## config.mk

```make
export PLATFORM = sky130hd
export DESIGN_NAME = drive_cmd_arbiter
export DESIGN_NICKNAME = d
export VERILOG_FILES = /design/src/rtl/drive_arb_pkg.sv /design/src/rtl/arb_timer.sv /design/src/rtl/drive_cmd_arbiter.sv
export SDC_FILE = /design/constraint.sdc
export NUM_CORES = 1
export LEC_CHECK = 0
export ABC_AREA = 1
export BUFFER_PORTS_ARGS = -buffer_cell sky130_fd_sc_hd__buf_2
export CAP_MARGIN = 15
export CORE_MARGIN = 2
export CORE_UTILIZATION = 25
export CTS_CLUSTER_SIZE = 24
export DETAILED_ROUTE_END_ITERATION = 8
export GPL_ROUTABILITY_DRIVEN = 0
export PLACE_DENSITY = 0.4
export SLEW_MARGIN = 15
export SYNTH_ARGS = -nofsm -noshare
export SYNTH_HDL_FRONTEND = slang
export SYNTH_SLANG_ARGS = --single-unit
```

## constraint.sdc

```tcl
create_clock -name clk_50 -period 2.1 [get_ports clk_50]
set_input_delay 0.21 -clock clk_50 [delete_from_list [all_inputs] [get_ports clk_50]]
set_output_delay 0.21 -clock clk_50 [all_outputs]
set_load 0.02 [all_outputs]
```

## src/rtl/drive_arb_pkg.sv

```systemverilog
`default_nettype none
// ============================================================================
//  Module   : drive_arb_pkg
//  Purpose  : Command, source, mode and FSM-state encodings shared by the
//             drive command arbiter and its helpers.
//  Revision : 1.0
// ============================================================================
package drive_arb_pkg;

    typedef enum logic [2:0] {
        CMD_STOP  = 3'd0,
        CMD_FWD   = 3'd1,
        CMD_LEFT  = 3'd2,
        CMD_RIGHT = 3'd3,
        CMD_REV   = 3'd4
    } cmd_t;

    typedef enum logic [1:0] {
        SRC_NONE = 2'd0,
        SRC_MIC  = 2'd1,
        SRC_IR   = 2'd2,
        SRC_VIS  = 2'd3
    } src_t;

    typedef enum logic [1:0] {
        MODE_IDLE   = 2'd0,
        MODE_MANUAL = 2'd1,
        MODE_TRACK  = 2'd2,
        MODE_ESTOP  = 2'd3
    } mode_t;

    typedef enum logic [1:0] {
        S_IDLE = 2'd0,
        S_SEND = 2'd1,
        S_HOLD = 2'd2
    } state_t;

    localparam logic [2:0] c_cmd_max = 3'd4;

    // Reserved IR codes are treated as STOP so a corrupted remote cannot drive.
    function automatic cmd_t ir_to_cmd(input logic [2:0] code);
        if (code <= c_cmd_max) begin
            return cmd_t'(code);
        end
        return CMD_STOP;
    endfunction

    function automatic cmd_t vis_to_cmd(input logic [1:0] dir);
        case (dir)
            2'b00:   return CMD_FWD;
            2'b01:   return CMD_LEFT;
            2'b10:   return CMD_RIGHT;
            default: return CMD_STOP;
        endcase
    endfunction

    function automatic mode_t src_to_mode(input src_t src);
        case (src)
            SRC_MIC: return MODE_ESTOP;
            SRC_IR:  return MODE_MANUAL;
            SRC_VIS: return MODE_TRACK;
            default: return MODE_IDLE;
        endcase
    endfunction

endpackage
`default_nettype wire

```

## src/rtl/arb_timer.sv

```systemverilog
`default_nettype none
// ============================================================================
//  Module   : arb_timer
//  Purpose  : Loadable down-counter that saturates at zero, with zero flag.
//  Revision : 1.0
// ============================================================================
module arb_timer #(
    parameter int unsigned WIDTH = 8
) (
    input  logic             clk,
    input  logic             rst,
    input  logic             i_load,
    input  logic [WIDTH-1:0] i_load_val,
    input  logic             i_dec,
    output logic             o_zero
);

    logic [WIDTH-1:0] r_count;

    always_ff @(posedge clk) begin
        if (rst) begin
            r_count <= '0;
        end else if (i_load) begin
            r_count <= i_load_val;
        end else if (i_dec && (r_count != '0)) begin
            r_count <= r_count - WIDTH'(1);
        end
    end

    assign o_zero = (r_count == '0);

endmodule
`default_nettype wire

```

## src/rtl/drive_cmd_arbiter.sv

```systemverilog
`default_nettype none
// ============================================================================
//  Module   : drive_cmd_arbiter
//  Purpose  : Arbitrates MIC / IR / vision drive requests into a rate-limited
//             valid/ready command stream. Define DRIVE_ARB_MIC_STOP_EN to
//             enable the microphone emergency-stop path.
//  Revision : 1.0
// ============================================================================
module drive_cmd_arbiter
    import drive_arb_pkg::*;
#(
    parameter int unsigned HOLD_CYCLES    = 5000000,
    parameter int unsigned TIMEOUT_CYCLES = 25000000,
    parameter int unsigned MIC_THRESH     = 12
) (
    input  logic       clk_50,
    input  logic       resend,
    input  logic       ir_valid,
    input  logic [2:0] ir_cmd,
    input  logic [1:0] vis_dir,
    input  logic       vis_detected,
    input  logic [3:0] mic_level,
    output logic       cmd_valid,
    input  logic       cmd_ready,
    output logic [2:0] cmd_data,
    output logic [1:0] cmd_src,
    output logic [1:0] mode
);

    localparam int unsigned c_hold_w = (HOLD_CYCLES > 0) ? $clog2(HOLD_CYCLES + 1) : 1;
    localparam int unsigned c_win_w  = (TIMEOUT_CYCLES > 0) ? $clog2(TIMEOUT_CYCLES + 1) : 1;
    localparam logic [c_hold_w-1:0] c_hold_load = c_hold_w'(HOLD_CYCLES);
    localparam logic [c_win_w-1:0]  c_win_load  = c_win_w'(TIMEOUT_CYCLES);

    logic   w_mic_stop;
    logic   w_win_open;
    logic   w_win_zero;
    logic   w_hold_zero;
    logic   w_cand_new;
    logic   w_load_pend;
    logic   w_transfer;
    cmd_t   w_cand_data;
    src_t   w_cand_src;
    state_t r_state;
    state_t w_state_next;
    cmd_t   r_ir_cmd;
    cmd_t   r_pend_data;
    src_t   r_pend_src;
    cmd_t   r_last_data;
    src_t   r_last_src;

`ifdef DRIVE_ARB_MIC_STOP_EN
    assign w_mic_stop = (32'(mic_level) >= MIC_THRESH);
`else
    logic w_unused_mic;
    assign w_unused_mic = ^{mic_level, MIC_THRESH};
    assign w_mic_stop   = 1'b0;
`endif

    // An IR pulse during an emergency stop closes the window instead of opening it.
    arb_timer #(
        .WIDTH (c_win_w)
    ) u_win_timer (
        .clk        (clk_50),
        .rst        (resend),
        .i_load     (ir_valid),
        .i_load_val (w_mic_stop ? '0 : c_win_load),
        .i_dec      (1'b1),
        .o_zero     (w_win_zero)
    );

    arb_timer #(
        .WIDTH (c_hold_w)
    ) u_hold_timer (
        .clk        (clk_50),
        .rst        (resend),
        .i_load     (w_transfer),
        .i_load_val (c_hold_load),
        .i_dec      (r_state == S_HOLD),
        .o_zero     (w_hold_zero)
    );

    assign w_win_open = !w_win_zero;

    always_ff @(posedge clk_50) begin
        if (resend) begin
            r_ir_cmd <= CMD_STOP;
        end else if (ir_valid && !w_mic_stop) begin
            r_ir_cmd <= ir_to_cmd(ir_cmd);
        end
    end

    always_comb begin
        w_cand_data = CMD_STOP;
        w_cand_src  = SRC_NONE;
        if (w_mic_stop) begin
            w_cand_src = SRC_MIC;
        end else if (w_win_open) begin
            w_cand_data = r_ir_cmd;
            w_cand_src  = SRC_IR;
        end else if (vis_detected) begin
            w_cand_data = vis_to_cmd(vis_dir);
            w_cand_src  = SRC_VIS;
        end
    end

    assign w_cand_new = (w_cand_data != r_last_data) || (w_cand_src != r_last_src);

    always_ff @(posedge clk_50) begin
        if (resend) begin
            r_state <= S_IDLE;
        end else begin
            r_state <= w_state_next;
        end
    end

    always_comb begin
        w_state_next = r_state;
        w_load_pend  = 1'b0;
        w_transfer   = 1'b0;
        case (r_state)
            S_IDLE: begin
                if (w_cand_new) begin
                    w_state_next = S_SEND;
                    w_load_pend  = 1'b1;
                end
            end
            S_SEND: begin
                if (cmd_ready) begin
                    w_state_next = S_HOLD;
                    w_transfer   = 1'b1;
                end
            end
            S_HOLD: begin
                // Only an emergency stop may cut the rate-limit hold short.
                if (w_mic_stop && w_cand_new) begin
                    w_state_next = S_SEND;
                    w_load_pend  = 1'b1;
                end else if (w_hold_zero) begin
                    w_state_next = S_IDLE;
                end
            end
            default: begin
                w_state_next = S_IDLE;
            end
        endcase
    end

    always_ff @(posedge clk_50) begin
        if (resend) begin
            r_pend_data <= CMD_STOP;
            r_pend_src  <= SRC_NONE;
            r_last_data <= CMD_STOP;
            r_last_src  <= SRC_NONE;
        end else begin
            if (w_load_pend) begin
                r_pend_data <= w_cand_data;
                r_pend_src  <= w_cand_src;
            end
            if (w_transfer) begin
                r_last_data <= r_pend_data;
                r_last_src  <= r_pend_src;
            end
        end
    end

    assign cmd_valid = (r_state == S_SEND);
    assign cmd_data  = r_pend_data;
    assign cmd_src   = r_pend_src;
    assign mode      = resend ? MODE_IDLE : src_to_mode(w_cand_src);

endmodule
`default_nettype wire
```

==> impl_metrics.toml <==
[run_status]
outcome = "finished, final reports clean"

[power_and_ir_drop]
clockPowerShare_pct = 36.1
p_leak_uw = 0.001925
powerDensity_nw_per_um2 = 903.3
internal_power_uw = 2593
p_comb_share_pct = 27.2
vdd_drop_max_mv = 0.4053
sequentialPowerShare_pct = 36.6
netSwitchingPower_uw = 1280
swShare_pct = 33.05

[timing]
max_freq_ghz = 0.5042
setup_viol = 0
holdWs_ps = 101.1
finalHoldViolations = 0
rsz0062_at_grt = "true"
slew_violations = 0
fin_ws_ps = 116.5
post-route-period-util_pct = 94.45
worst_clock_skew_ps = 10.74
max_slew.worst_pin.slew_ps = 615.0
relSlewSlack_pct = 58.62
period_needed_ps = 1983

[final_layout]
antenna_cells = 0
nets = 579
postLayoutCoreUtil_pct = 32.12
areaGrowthSynthToFinish_pct = 24.03
drive_gt1_share_pct = 18.41
fillers = 1511

[logic_synthesis]
yosysWarnings = 0
yosysUniqueCellTypes = 36
synth_edf_count = 0
ys_seq_area_share_pct = 36.48
synthCells = 516
ys.flop_type = "dfxtp_1"
synth.avg_cell_area_um2 = 6.700
syn_nets = 534
synth_area_um2 = 3457
postSynth.asyncResetShare_pct = 0
ys_ff_latch = 63

[setup_path]
path_max_fanout = 4
cp_slowest_cell = "dfxtp_2"
crit_family = "simple AND/OR/NAND/NOR gates"
required_ps = 1890
cp_slowest_stage_delay_ps = 330
path_buf_inv = 5
cp.arrival_ps = 1770
path_class = "flop to output pin"
end_kind = "output pin"
crit_chain = "inv_2 -> ha_4 -> inv_2 -> nor2_1 -> nand2_1 -> nor2_4 -> nand3_4 -> buf_6 -> nand2_1 -> inv_1 -> buf_2"
start_kind = "flop"

[clocking]
clkTransAtPathRegs_ps = 50
cts.sinks = 63
cts_tree = "done"
numCtsBuffers = 9
insertion_delay_ps = 330
cts_max_level = 3
clockBufferDepth = 2
cts-root-buf = "clkbuf_16"

[die]
dieArea_um2 = 14790
rows = 42
start_util_pct = 25.90
dieWidth_um = 121.6
die_y_um = 121.6
fp.coreArea_um2 = 13350
io_pins = 22

[hold_path]
min_path_type = "input pin to flop"

[routing]
drt_iter0_drc = 190
drtPass1Iterations = 4
via_per_inst = 4.517
ant_nets = 0
routedWlPerCell_um = 12.41
drc = 0
vias = 3347
wl_mm = 9.193

[placement]
preCtsSetupSlack_ps = 122.3
portBuffers = 17
dp_hpwl_mm = 7.091

[grt]
antenna_found_initial = 0
grt_pass1_wl_mm = 15.52
grt_pass1_vias = 3154
grt_max_degree = 16
gr-usage-all-layers_pct = 13.55
overflow = 0

[flow_run]
maxCapViolCount = 0
## cell usage after synthesis (3+ instances only)
library cell   n  area share, %
a31oi_1        3           0.54
inv_1         66            7.2
xnor2_1        6            1.5
dfxtp_1       63             36
nor2_1        96             10
o21ai_0       20            2.9
xor2_1         8            2.0
nor2_4         5            1.6
ha_1           4            1.4
a211oi_1       4           0.87
o21a_1         4           0.87
nor4_1         7            1.3
clkbuf_1       5           0.54
a21oi_1       33            4.8
nor3_1        13            1.9
nor2_2         6            1.1
nand2_2        6            1.1
nand2_1       99             11
nand3b_1       3           0.65
nor3b_1        4           0.87
inv_2          4           0.43
nand3_1       26            3.8
nand4_1       15            2.7
## final timing paths
check	startpoint	to	slack [ps]	cells after the start
max	u_win_timer.r_count[1]$_SDFFE_PP0P_	mode[0]	120	11
min	ir_cmd[1]	r_ir_cmd[2]$_SDFFE_PP0P_	100	2
min reg2reg	r_last_data[2]$_SDFFE_PP0P_	r_last_data[2]$_SDFFE_PP0P_	470	2
max reg2reg	u_win_timer.r_count[1]$_SDFFE_PP0P_	cmd_data[0]$_SDFFE_PP0P_	130	16
## repair_timing
item / 4_1_cts / 5_1_grt
setup endpoints to repair: 1 / 12
buffers inserted: 3 / 2
hold buffers: 0 / 0
pin swaps: 0 / 10
gates resized for setup: 0 / 32
## layout make-up
class / count / area (um2) / share of cell area (%)
inverter: 71 / 266.5 / 6.215
multi-input combinational: 374 / 1973 / 46.02
clock buffer: 15 / 277.8 / 6.478
timing repair buffer: 42 / 286.5 / 6.682
tap: 176 / 220.2 / 5.136
sequential: 63 / 1264 / 29.47
## cell families after synthesis
family,count (synthesis),synth area share [%]
adders and majority gates,4,1.448
and+or+nand+nor,284,37.60
DFF,63,36.48
buffers and inverters,79,8.867
AOI/OAI and AO/OA,72,12.05
xor gates and xnor gates,14,3.547
## per-layer routing
metal	global-route usage, %	routed length (um)	part of all wire [%]	vias up
li1	-	-	-	1764
met1	17.20	4359	47	1525
met2	21.88	4330	47	51
met3	4.213	376	4.1	7
met4	4.598	127	1.4	0
met5	0	0	0	-
## registers in the layout, summed over array words and instances (netlist names)
register / count
r_state: 2
cmd_data: 3
cmd_src: 2
r_ir_cmd: 3
r_last_data: 3
u_win_timer.r_count: 25
u_hold_timer.r_count: 23
r_last_src: 2
## power groups by stage
stage	combinational, uW	sequential [uW]	clock, uW
after CTS	1030	1420	1460
after global routing	1200	1440	1500
after detailed placement	1030	1440	0
final	1050	1420	1400
after global placement	1030	1440	0
after floorplan	733	1430	0
## per-stage QoR
| stage | cell area [um2] | setup TNS (ps) | instances | power [uW] |
|---|---|---|---|---|
| after floorplan | 3457 | 0 | 516 | 2166 |
| after global placement | 3872 | 0 | 721 | 2473 |
| after detailed placement | 3872 | 0 | 721 | 2467 |
| after CTS | 4173 | 0 | 739 | 3904 |
| after global routing | 4288 | -97.90 | 741 | 4131 |
| final | 4288 | 0 | 741 | 3873 |
## cell usage in the layout (no fill, tap or decap), types with 7 or more instances in the layout
cell       count
a21oi_1       30
buf_2         16
buf_4         23
clkbuf_16      9
dfxtp_1       61
inv_1         61
inv_2          9
nand2_1       94
nand2_2       10
nand3_1       23
nand4_1       15
nor2_1        92
nor2_2         8
nor2_4         7
nor3_1        13
nor4_1         7
o21ai_0       20
xor2_1         8
Power figures use the tool's default switching activity.
